**config.mk**
```make
export PLATFORM = sky130hd
export DESIGN_NAME = enemy_health_ctrl
export DESIGN_NICKNAME = d
export VERILOG_FILES = /design/src/rtl/enemy_health_ctrl.sv
export SDC_FILE = /design/constraint.sdc
export NUM_CORES = 1
export LEC_CHECK = 0
export BUFFER_PORTS_ARGS = -buffer_cell sky130_fd_sc_hd__buf_2
export CORE_UTILIZATION = 30
export CTS_BUF_LIST = sky130_fd_sc_hd__clkbuf_16
export DETAILED_ROUTE_END_ITERATION = 12
export GPL_TIMING_DRIVEN = 0
export HOLD_SLACK_MARGIN = 0.08
export PLACE_DENSITY = 0.54
export SYNTH_ARGS = -nofsm -noshare
export SYNTH_HDL_FRONTEND = slang
export SYNTH_SLANG_ARGS = --single-unit
```
**constraint.sdc**
```tcl
create_clock -name CLK -period 4.1 [get_ports CLK]
set_input_delay 0.41 -clock CLK [delete_from_list [all_inputs] [get_ports CLK]]
set_output_delay 0.41 -clock CLK [all_outputs]
set_load 0.005 [all_outputs]
```
**src/rtl/enemy_health_ctrl.sv**
```systemverilog
// ============================================================================
//  enemy_health_ctrl : per-enemy spawn / hit-point / death lifecycle controller
//  Revision 1.0
// ============================================================================
`default_nettype none

module enemy_health_ctrl #(
    parameter int MAX_HP_T0     = 7,
    parameter int MAX_HP_T1     = 3,
    parameter int MAX_HP_T2     = 29,
    parameter int MAX_HP_T3     = 116,
    parameter int SPAWN_FRAMES  = 30,
    parameter int INVULN_FRAMES = 8,
    parameter int DEATH_FRAMES  = 16,
    parameter int REGEN_FRAMES  = 60
) (
    input  logic       CLK,
    input  logic       RST_N,
    input  logic       frame_tick,
    input  logic       spawn_req,
    input  logic [3:0] spawn_type,
    input  logic       hit_valid,
    input  logic [7:0] hit_damage,
    output logic       enemy_active,
    output logic [3:0] enemy_type,
    output logic [7:0] enemy_health,
    output logic       enemy_dying,
    output logic       spawn_ack,
    output logic       spawn_err,
    output logic       hit_ack,
    output logic       hit_applied,
    output logic       kill_pulse
);

    typedef enum logic [2:0] {
        S_IDLE   = 3'd0,
        S_SPAWN  = 3'd1,
        S_ALIVE  = 3'd2,
        S_INVULN = 3'd3,
        S_DYING  = 3'd4
    } state_t;

    // Counters compare against "last" values so the N-th tick causes the move.
    localparam logic [7:0]  SPAWN_LAST  = 8'(SPAWN_FRAMES - 1);
    localparam logic [7:0]  INVULN_LAST = 8'(INVULN_FRAMES - 1);
    localparam logic [7:0]  DEATH_LAST  = 8'(DEATH_FRAMES - 1);
    localparam logic [15:0] REGEN_LAST  = (REGEN_FRAMES > 0) ? 16'(REGEN_FRAMES - 1) : 16'd0;
    localparam bit          REGEN_EN    = (REGEN_FRAMES > 0);

    state_t      state, state_nx;
    logic [7:0]  frame_cnt, frame_cnt_nx;
    logic [15:0] regen_cnt, regen_cnt_nx;
    logic [3:0]  type_nx;
    logic [7:0]  health_nx;
    logic        active_nx, dying_nx;
    logic        spawn_ack_nx, spawn_err_nx, hit_ack_nx, hit_applied_nx, kill_nx;
    logic        regen_step;

    function automatic logic [7:0] max_hp(input logic [1:0] t);
        case (t)
            2'd0:    max_hp = 8'(MAX_HP_T0);
            2'd1:    max_hp = 8'(MAX_HP_T1);
            2'd2:    max_hp = 8'(MAX_HP_T2);
            default: max_hp = 8'(MAX_HP_T3);
        endcase
    endfunction

    always_comb begin
        state_nx       = state;
        frame_cnt_nx   = frame_cnt;
        regen_cnt_nx   = regen_cnt;
        type_nx        = enemy_type;
        health_nx      = enemy_health;
        spawn_ack_nx   = 1'b0;
        spawn_err_nx   = 1'b0;
        hit_ack_nx     = hit_valid;
        hit_applied_nx = 1'b0;
        kill_nx        = 1'b0;
        regen_step     = 1'b0;

        case (state)
            S_IDLE: begin
                if (spawn_req) begin
                    if (spawn_type <= 4'd3) begin
                        type_nx      = spawn_type;
                        health_nx    = max_hp(spawn_type[1:0]);
                        frame_cnt_nx = 8'd0;
                        spawn_ack_nx = 1'b1;
                        state_nx     = S_SPAWN;
                    end else begin
                        spawn_err_nx = 1'b1;
                    end
                end
            end

            S_SPAWN: begin
                if (frame_tick) begin
                    if (frame_cnt == SPAWN_LAST) begin
                        frame_cnt_nx = 8'd0;
                        regen_cnt_nx = 16'd0;
                        state_nx     = S_ALIVE;
                    end else begin
                        frame_cnt_nx = frame_cnt + 8'd1;
                    end
                end
            end

            S_ALIVE: begin
                // The regen counter still advances on a hit cycle; only the heal is dropped.
                if (frame_tick && REGEN_EN) begin
                    if (regen_cnt == REGEN_LAST) begin
                        regen_cnt_nx = 16'd0;
                        regen_step   = 1'b1;
                    end else begin
                        regen_cnt_nx = regen_cnt + 16'd1;
                    end
                end

                if (hit_valid) begin
                    hit_applied_nx = 1'b1;
                    frame_cnt_nx   = 8'd0;
                    if (hit_damage >= enemy_health) begin
                        health_nx = 8'd0;
                        kill_nx   = 1'b1;
                        state_nx  = S_DYING;
                    end else begin
                        health_nx = enemy_health - hit_damage;
                        state_nx  = S_INVULN;
                    end
                end else if (regen_step && (enemy_health < max_hp(enemy_type[1:0]))) begin
                    health_nx = enemy_health + 8'd1;
                end
            end

            S_INVULN: begin
                if (frame_tick) begin
                    if (frame_cnt == INVULN_LAST) begin
                        frame_cnt_nx = 8'd0;
                        state_nx     = S_ALIVE;
                    end else begin
                        frame_cnt_nx = frame_cnt + 8'd1;
                    end
                end
            end

            S_DYING: begin
                health_nx = 8'd0;
                if (frame_tick) begin
                    if (frame_cnt == DEATH_LAST) begin
                        frame_cnt_nx = 8'd0;
                        state_nx     = S_IDLE;
                    end else begin
                        frame_cnt_nx = frame_cnt + 8'd1;
                    end
                end
            end

            default: begin
                state_nx = S_IDLE;
            end
        endcase

        active_nx = (state_nx == S_ALIVE) || (state_nx == S_INVULN);
        dying_nx  = (state_nx == S_DYING);
    end

    always_ff @(posedge CLK) begin
        if (!RST_N) begin
            state        <= S_IDLE;
            frame_cnt    <= 8'd0;
            regen_cnt    <= 16'd0;
            enemy_type   <= 4'd0;
            enemy_health <= 8'd0;
            enemy_active <= 1'b0;
            enemy_dying  <= 1'b0;
            spawn_ack    <= 1'b0;
            spawn_err    <= 1'b0;
            hit_ack      <= 1'b0;
            hit_applied  <= 1'b0;
            kill_pulse   <= 1'b0;
        end else begin
            state        <= state_nx;
            frame_cnt    <= frame_cnt_nx;
            regen_cnt    <= regen_cnt_nx;
            enemy_type   <= type_nx;
            enemy_health <= health_nx;
            enemy_active <= active_nx;
            enemy_dying  <= dying_nx;
            spawn_ack    <= spawn_ack_nx;
            spawn_err    <= spawn_err_nx;
            hit_ack      <= hit_ack_nx;
            hit_applied  <= hit_applied_nx;
            kill_pulse   <= kill_nx;
        end
    end

endmodule

`default_nettype wire

```
Yosys cells after proc, flatten, opt, wreduce, memory -nomap -nowiden --
Cells that the tools add are included.
Storage, ports and cells: flip-flop bits (word level) 46, input port bits 17, output and inout bits 19, word-level logic and storage cells 101
Operators by class: add/sub/neg operators 4, $lt $le $gt $ge 3, eq/ne operators 24, mux-type cells 43, reduce and logical (&&, ||, !) cells 15
Operators by type and width (number):
- two-way mux 8 bit | 16
- two-way mux 16 bit | 4
- one-hot mux 7 bit (3 select lines) | 2
- one-hot mux 8 bit (5 select lines) | 1
- one-hot mux 16 bit (2 select lines) | 1
- two-way mux 3 bit | 10
- one-hot mux 8 bit (3 select lines) | 1
- adder 16 x 1 -> 16 bit (second input constant) | 1
- adder 8 x 1 -> 8 bit (second input constant) | 2
- == test 16 x 6 -> 1 bit (second input constant) | 1
- inequality test 2 bit (second input constant) | 8
- one-hot mux 3 bit (5 select lines) | 1
- == test 3 x 2 -> 1 bit (second input constant) | 4
- AND reduction 3 bit | 3
- == test 8 x 3 -> 1 bit (second input constant) | 1
- == test 8 x 4 -> 1 bit (second input constant) | 1
- == test 8 x 5 -> 1 bit (second input constant) | 1
- greater-or-equal comparator 8 bit | 1
- < comparator 8 bit | 1
- AND reduction 4 bit | 2
- subtractor 8 bit | 1
- two-way mux 1 bit | 7
- AND reduction 7 bit | 1
- == test 3 bit (second input constant) | 2
- other kinds (13) | 16

Longest topological paths before layout --
Gate-level depths: netlist (run 1).
depth after elaboration 9, depth in mapped cells 10, mapped depth without buffers 10

Worst setup path after synthesis (run 1) --
No wires, ideal clock.
path kind register to register, start point reg enemy_health[0], end point reg enemy_health[2], library setup time 0.086 ns, arrival 2.277 ns, data required time 4.014 ns, setup slack 1.737 ns, cell stages (with the launch flop) 11, buffers on the path 0, clock period less this slack 2.363 ns, cell sequence dfxtp_1 inv_1 ha_1 inv_1 fa_1 nand3_1 a21bo_2 a21bo_2 nor3_1 a2111oi_0 a211oi_1
On the way: cells in the longest elaborated chain, start to end 4, elaborated cells between the ends (all ways) 11, those cells by class 2 x add/sub; 2 x order compare; 1 x eq/ne; 4 x mux; 2 x reduce/logical
Ends and longest elaborated chain:
- start, declared | line 26 | output logic [7:0] enemy_health,
- start signal, assigned | line 186 | enemy_health <= health_nx;
- adder 8 x 1 -> 8 bit, or another cell as far along | line 131 | health_nx = enemy_health + 8'd1;
- two-way mux 8 bit, or another cell as far along | line 130 | end else if (regen_step && (enemy_health < max_hp(enemy_type[1:0]))) begin
- two-way mux 8 bit / inequality test 3 bit (equally long branches)
- one-hot mux 8 bit (3 select lines) / AND reduction 4 bit (equally long branches)
Parallel ways exist; a longest one is shown, timed or not. The select of a mux whose other input is x is not followed. A chain may end at the register's enable or synchronous reset.

Worst setup path after layout (run 1) --
start point reg enemy_health[0], end point reg enemy_health[3]
The elaborated chain is that of the path after synthesis.

==> results.yml, run 1 <==
layout:
  fin_nets: 432
  fin_util_pct: 35.9
  area_growth_pct: 16.9
  fin_area_sq_mm: 0.00330
  drive_gt1_share_pct: 13.9
  fillers: 974
  diodes: 0
job:
  cap_viol_max_count: 0
global_route:
  grt_pass1_wl_um: 11700
  gr-total-overflow: 0
  grt_max_degree: 16
  track_usage_pct: 14.9
  grt_pass1_vias: 2391
  antenna_found_initial: 0
detailed_routing:
  ant_nets: 0
  dr.pass1.iters: 4
  vias: 2579
  route.detailed.drc: 0
  viasPerCell: 5.08
  drt-initial-drc-count: 131
  routedWlPerCell_um: 13.9
  drt_wl_total_um: 7070
floorplan:
  die_h_um: 99
  fp.dieArea_sq_mm: 0.00980
  fp-row-count: 35
  initial_core_util_pct: 30.7
  core_sq_mm: 0.00920
  io_pins: 36
  die_w_um: 99
logic_synthesis:
  synth-main-ff-cell: "dfxtp_1"
  synth_edf_count: 0
  synth_cell_type_count: 53
  synthArstFlopShare_pct: 0
  yosysWarnings: 0
  netlist_area_sq_mm: 0.00282
  ys_ff_latch: 46
  ys_seq_area_share_pct: 32.6
  ys_top_cells_by_area: "dfxtp_1 (33%), ha_1 (8.0%), nor2_1 (6.4%), xnor2_1 (5.6%), o21ai_0 (3.9%)"
  synth_nets: 391
  synthCells: 355
  avgSynthCellArea_sq_um: 7.95
  yosys.area.top_type: "dfxtp_1"
  yosys.cell_count.top_type: "nor2_1"
  yosys.area.top_type_share_pct: 32.6
  synth_commonest_cells: "nor2_1 (48), dfxtp_1 (46), nand2_1 (29), o21ai_0 (22)"
clock_network:
  clockRootBuffer: "clkbuf_16"
  cts_buffer_depth: 2
  h-tree-depth: 2
  cts_sinks: 46
  cts_tree: "built"
  clkTransAtPathRegs_ns: 0.07
  hold_buffers: 0
  clk_latency_ns: 0.29
  cts_made_buffers: 5
  ctsResizeCount: 0
  postCtsSetupBuffers: 0
power_and_ir_drop:
  switching_power_w: 0.000261
  power.density_mw_per_mm2: 320
  p_leak_nw: 1.32
  switching_share_pct: 24.7
  comb_power_share_pct: 11.5
  p_int_w: 0.000795
  power.clock.fraction_pct: 44.2
  vdd_drop_max_uv: 172
  p_seq_share_pct: 44.3
critical_path:
  cp_cell_sequence: "inv_1 -> ha_1 -> inv_1 -> fa_1 -> nand3_1 -> a21bo_2 -> a21bo_2 -> nor3_1 -> nand4_1 -> a311oi_1"
  rr_endpoint: "enemy_health[3]$_SDFFE_PN0P_"
  cp-start-kind: "flip-flop"
  cp_slowest_cell: "nor3_1"
  r2r_setup_slack_ns: 1.01
  path_class: "flip-flop to flip-flop"
  rr_worst_depth: 10
  r2r_start: "enemy_health[0]$_SDFFE_PN0P_"
  arrival_ns: 3.29
  cp-end-kind: "flip-flop"
  path_max_fanout: 7
  worst_ep_required_time_ns: 4.30
  cpPeakStageDelay_ns: 0.81
timing:
  drv_slew: 0
  max-slew-margin-rel_pct: 32.4
  timing_hold_violations_final: 0
  hold_ws_ns: 0.368
  rsz0062_at_grt: "no"
  setup_viol: 0
  tightest_slew_ns: 1.01
  fmax_mhz: 323
  period_minus_slack_ns: 3.09
  fin_skew_ns: 0.00897
  setup_slack_ns: 1.01
  min_period_over_period_pct: 75.4
  finalSetupTns_ns: 0
hold_path:
  min_from: "spawn_req"
  hold_depth: 3
  worstHoldEndpoint: "spawn_err$_SDFF_PN0_"
  hp-class: "input port to flip-flop"
placement:
  dp_slack_ns: 1.09
  globalplace.congestion: 0.760
  port_buffers: 34
  dpl-instance-area_sq_mm: 0.00313
  dp_hpwl_um: 5330
outcome:
  status: "finished clean"
==> per-layer routing <==
| metal | vias to the layer above | track usage, % | wire [um] |
|---|---|---|---|
| li1 | 1346 | - | - |
| met1 | 1172 | 21.2 | 3680 |
| met2 | 52 | 22.6 | 3020 |
| met3 | 9 | 2.55 | 263 |
| met4 | 0 | 5.28 | 109 |
| met5 | - | 0 | 0 |
==> cell usage in the layout, fill, tap and decap left out, types with 4 or more instances in the layout <==
| cell | netlist | final |
|---|---|---|
| a211oi_1 | 6 | 6 |
| a21oi_1 | 21 | 21 |
| a31oi_1 | 6 | 6 |
| and3_1 | 6 | 6 |
| buf_2 | 1 | 35 |
| clkbuf_1 | 9 | 9 |
| clkbuf_16 | 0 | 5 |
| dfxtp_1 | 46 | 46 |
| ha_1 | 18 | 18 |
| inv_1 | 21 | 21 |
| nand2_1 | 29 | 29 |
| nand2b_1 | 5 | 5 |
| nand3_1 | 10 | 10 |
| nand4_1 | 10 | 10 |
| nor2_1 | 48 | 48 |
| nor2b_1 | 4 | 4 |
| nor3_1 | 6 | 6 |
| nor4_1 | 5 | 5 |
| o21ai_0 | 22 | 22 |
| xnor2_1 | 18 | 18 |
| xor2_1 | 9 | 9 |
==> registers in the layout, indices dropped and copies added, names as in the netlist, 3 cells and up <==
register	flops
state	3
enemy_health	8
regen_cnt	16
frame_cnt	8
enemy_type	4
==> power groups by stage <==
stage,Sequential (W),Clock (W),Combinational [W]
6_report,0.000467,0.000467,0.000121
5_1_grt,0.000469,0.000494,0.000138
4_1_cts,0.000467,0.000478,0.000122
3_5_place_dp,0.000478,0,0.000121
3_3_place_gp,0.000477,0,0.000119
2_1_floorplan,0.000475,0,0.0000831
==> area by class of cell <==
class                           count  area [sq um]  share of cell area [%]
Buffer                             11          42.5                    1.29
Clock buffer                        5           125                    3.79
Clock inverter                      3          43.8                    1.33
Inverter                           22          82.6                    2.50
Multi-Input combinational cell    276          1780                    53.8
Sequential cell                    46           921                    27.9
Tap cell                          111           139                    4.21
Timing Repair Buffer               34           170                    5.16
==> metrics by stage <==
step	instances	total power [W]
floorplan	355	0.000558
global route	508	0.00110
CTS	508	0.00107
detailed placement	500	0.000599
global placement	500	0.000597
finish	508	0.00106
==> cell families after synthesis <==
kind of cell	after synthesis	synth area share [%]
adders and majority gates	19	8.69
AOI/OAI and AO/OA	80	18.1
muxes	3	1.11
and+or+nand+nor	147	26.7
DFF	46	32.6
xor gates and xnor gates	27	8.38
buffers and inverters	33	4.43
==> worst max-delay path by stage <==
stage	start	to	cells after the start
after floorplan	enemy_health[0]$_SDFFE_PN0P_	enemy_health[2]$_SDFFE_PN0P_	10
after global placement	enemy_health[0]$_SDFFE_PN0P_	enemy_health[3]$_SDFFE_PN0P_	10
after detailed placement	enemy_health[0]$_SDFFE_PN0P_	enemy_health[3]$_SDFFE_PN0P_	10
after CTS	enemy_health[0]$_SDFFE_PN0P_	enemy_health[3]$_SDFFE_PN0P_	10
after global routing	enemy_health[0]$_SDFFE_PN0P_	enemy_health[2]$_SDFFE_PN0P_	10
final	enemy_health[0]$_SDFFE_PN0P_	enemy_health[3]$_SDFFE_PN0P_	10
==> critical path, delay by kind of cell, from the launching register on <==
kind,cells,cell delay [ns]
fa+ha+maj,2,0.41
buf+inv,2,0.17
simple gates,3,1.18
flops,1,0.47
compound gates,3,0.78
No activity file was read; power rests on OpenSTA's default activity.
==> run 2: changes to the inputs <==
==> constraint.sdc (replaced) <==
create_clock -name CLK -period 2.9 [get_ports CLK]
set_input_delay 0.29 -clock CLK [delete_from_list [all_inputs] [get_ports CLK]]
set_output_delay 0.29 -clock CLK [all_outputs]
set_load 0.005 [all_outputs]
==> results.yml, run 2 (same netlist as run 1, synthesis figures left out) <==
outcome:
  status: "finished clean"
power_and_ir_drop:
  p_leak_nw: 1.32
  power.density_mw_per_mm2: 451
  vdd_drop_max_uv: 243
floorplan:
  die_h_um: 99
  io_pins: 36
  initial_core_util_pct: 30.7
  die_w_um: 99
  fp.dieArea_sq_mm: 0.00980
  fp-row-count: 35
  core_sq_mm: 0.00920
clock_network:
  cts_sinks: 46
  clockRootBuffer: "clkbuf_16"
  postCtsSetupBuffers: 0
  clk_latency_ns: 0.29
  h-tree-depth: 2
  cts_made_buffers: 5
  cts_tree: "built"
  cts_buffer_depth: 2
  ctsResizeCount: 1
  clkTransAtPathRegs_ns: 0.07
  hold_buffers: 0
layout:
  drive_gt1_share_pct: 14.1
  most-common-layout-cells: "nor2_1 (48), dfxtp_1 (46), buf_2 (35)"
  area_growth_pct: 17.1
  diodes: 0
  reg_top3: "regen_cnt: 16 flops, enemy_health: 8 flops, frame_cnt: 8 flops"
  final_cells: 508
  top_register: "regen_cnt"
  largest_register_ffs: 16
  layout_commonest_cell: "nor2_1"
  fin_nets: 432
  fillers: 976
critical_path:
  worst_ep_required_time_ns: 3.10
  path_max_fanout: 7
  path_class: "flip-flop to flip-flop"
  cp-start-kind: "flip-flop"
  arrival_ns: 2.91
  cp-end-kind: "flip-flop"
timing:
  fin_skew_ns: 0.00927
  min_period_over_period_pct: 93.5
  max-slew-margin-rel_pct: 62.5
  tightest_slew_ns: 0.559
  hold_ws_ns: 0.249
  fmax_mhz: 369
  rsz0062_at_grt: "no"
  finalSetupTns_ns: 0
  setup_viol: 0
  setup_slack_ns: 0.190
  drv_slew: 0
  period_minus_slack_ns: 2.71
  timing_hold_violations_final: 0
global_route:
  gr-total-overflow: 0
  grt_pass1_wl_um: 11800
  track_usage_pct: 14.9
  grt_max_degree: 16
  antenna_found_initial: 0
  grt_pass1_vias: 2395
detailed_routing:
  vias: 2582
  routedWlPerCell_um: 13.9
  viasPerCell: 5.08
  drt-initial-drc-count: 123
  ant_nets: 0
  drt_wl_total_um: 7090
  dr.pass1.iters: 4
  route.detailed.drc: 0
placement:
  globalplace.congestion: 0.760
  port_buffers: 34
  dp_slack_ns: -0.114
  dp_hpwl_um: 5330
  dp.cells: 500
job:
  cap_viol_max_count: 0
hold_path:
  hp-class: "input port to flip-flop"
## run 2: power by group
group	total (W)	leakage [nW]	internal, W	switching, W
registers	0.000661	0.372	0.000644	0.0000175
logic	0.000172	0.865	0.0000720	0.000100
clock network	0.000657	0.0842	0.000408	0.000248
## run 2: worst paths after layout
path              slack (ns)                           end                    startpoint  cells after the start
setup / recovery        0.19  enemy_health[3]$_SDFFE_PN0P_  enemy_health[0]$_SDFFE_PN0P_                     10
setup reg to reg        0.19  enemy_health[3]$_SDFFE_PN0P_  enemy_health[0]$_SDFFE_PN0P_                     10
hold / removal          0.25          spawn_err$_SDFF_PN0_                     spawn_req                      3
hold reg to reg         0.48    enemy_type[2]$_SDFFE_PN0P_    enemy_type[2]$_SDFFE_PN0P_                      1
## run 2: area by class of cell
class,count,area (sq um),share of cell area [%]
buffer,11,42.5,1.29
clock buffer,5,125,3.79
clock inverter,3,43.8,1.32
inverter,22,82.6,2.50
multi-input combinational,276,1780,53.9
sequential,46,921,27.9
tap,111,139,4.20
timing repair buffer,34,170,5.15
## run 2: critical path, cell delays in order (launching register included)
cell and delay [ns]:
dfxtp_1 0.47, inv_1 0.10, ha_1 0.20, inv_1 0.07
fa_1 0.21, nand3_1 0.11, a21bo_2 0.21, a21bo_2 0.25
nor3_2 0.48, nand4_1 0.22, a311oi_1 0.30
## run 2: routing by layer
metal  wire length [um]  track usage, %  up-vias
li1                   -               -     1349
met1               3750            21.2     1172
met2               2990            22.6       52
met3                232            2.55        9
met4                109            5.28        0
met5                  0               0        -
## run 2: stage by stage
stage               utilization, %  total power (W)  instance area, sq um
finish                        35.9          0.00149                  3310
CTS                           35.9          0.00151                  3310
detailed placement            34.1         0.000846                  3130
global placement              34.1         0.000844                  3130
global route                  35.9          0.00156                  3310
floorplan                        -         0.000789                  2820
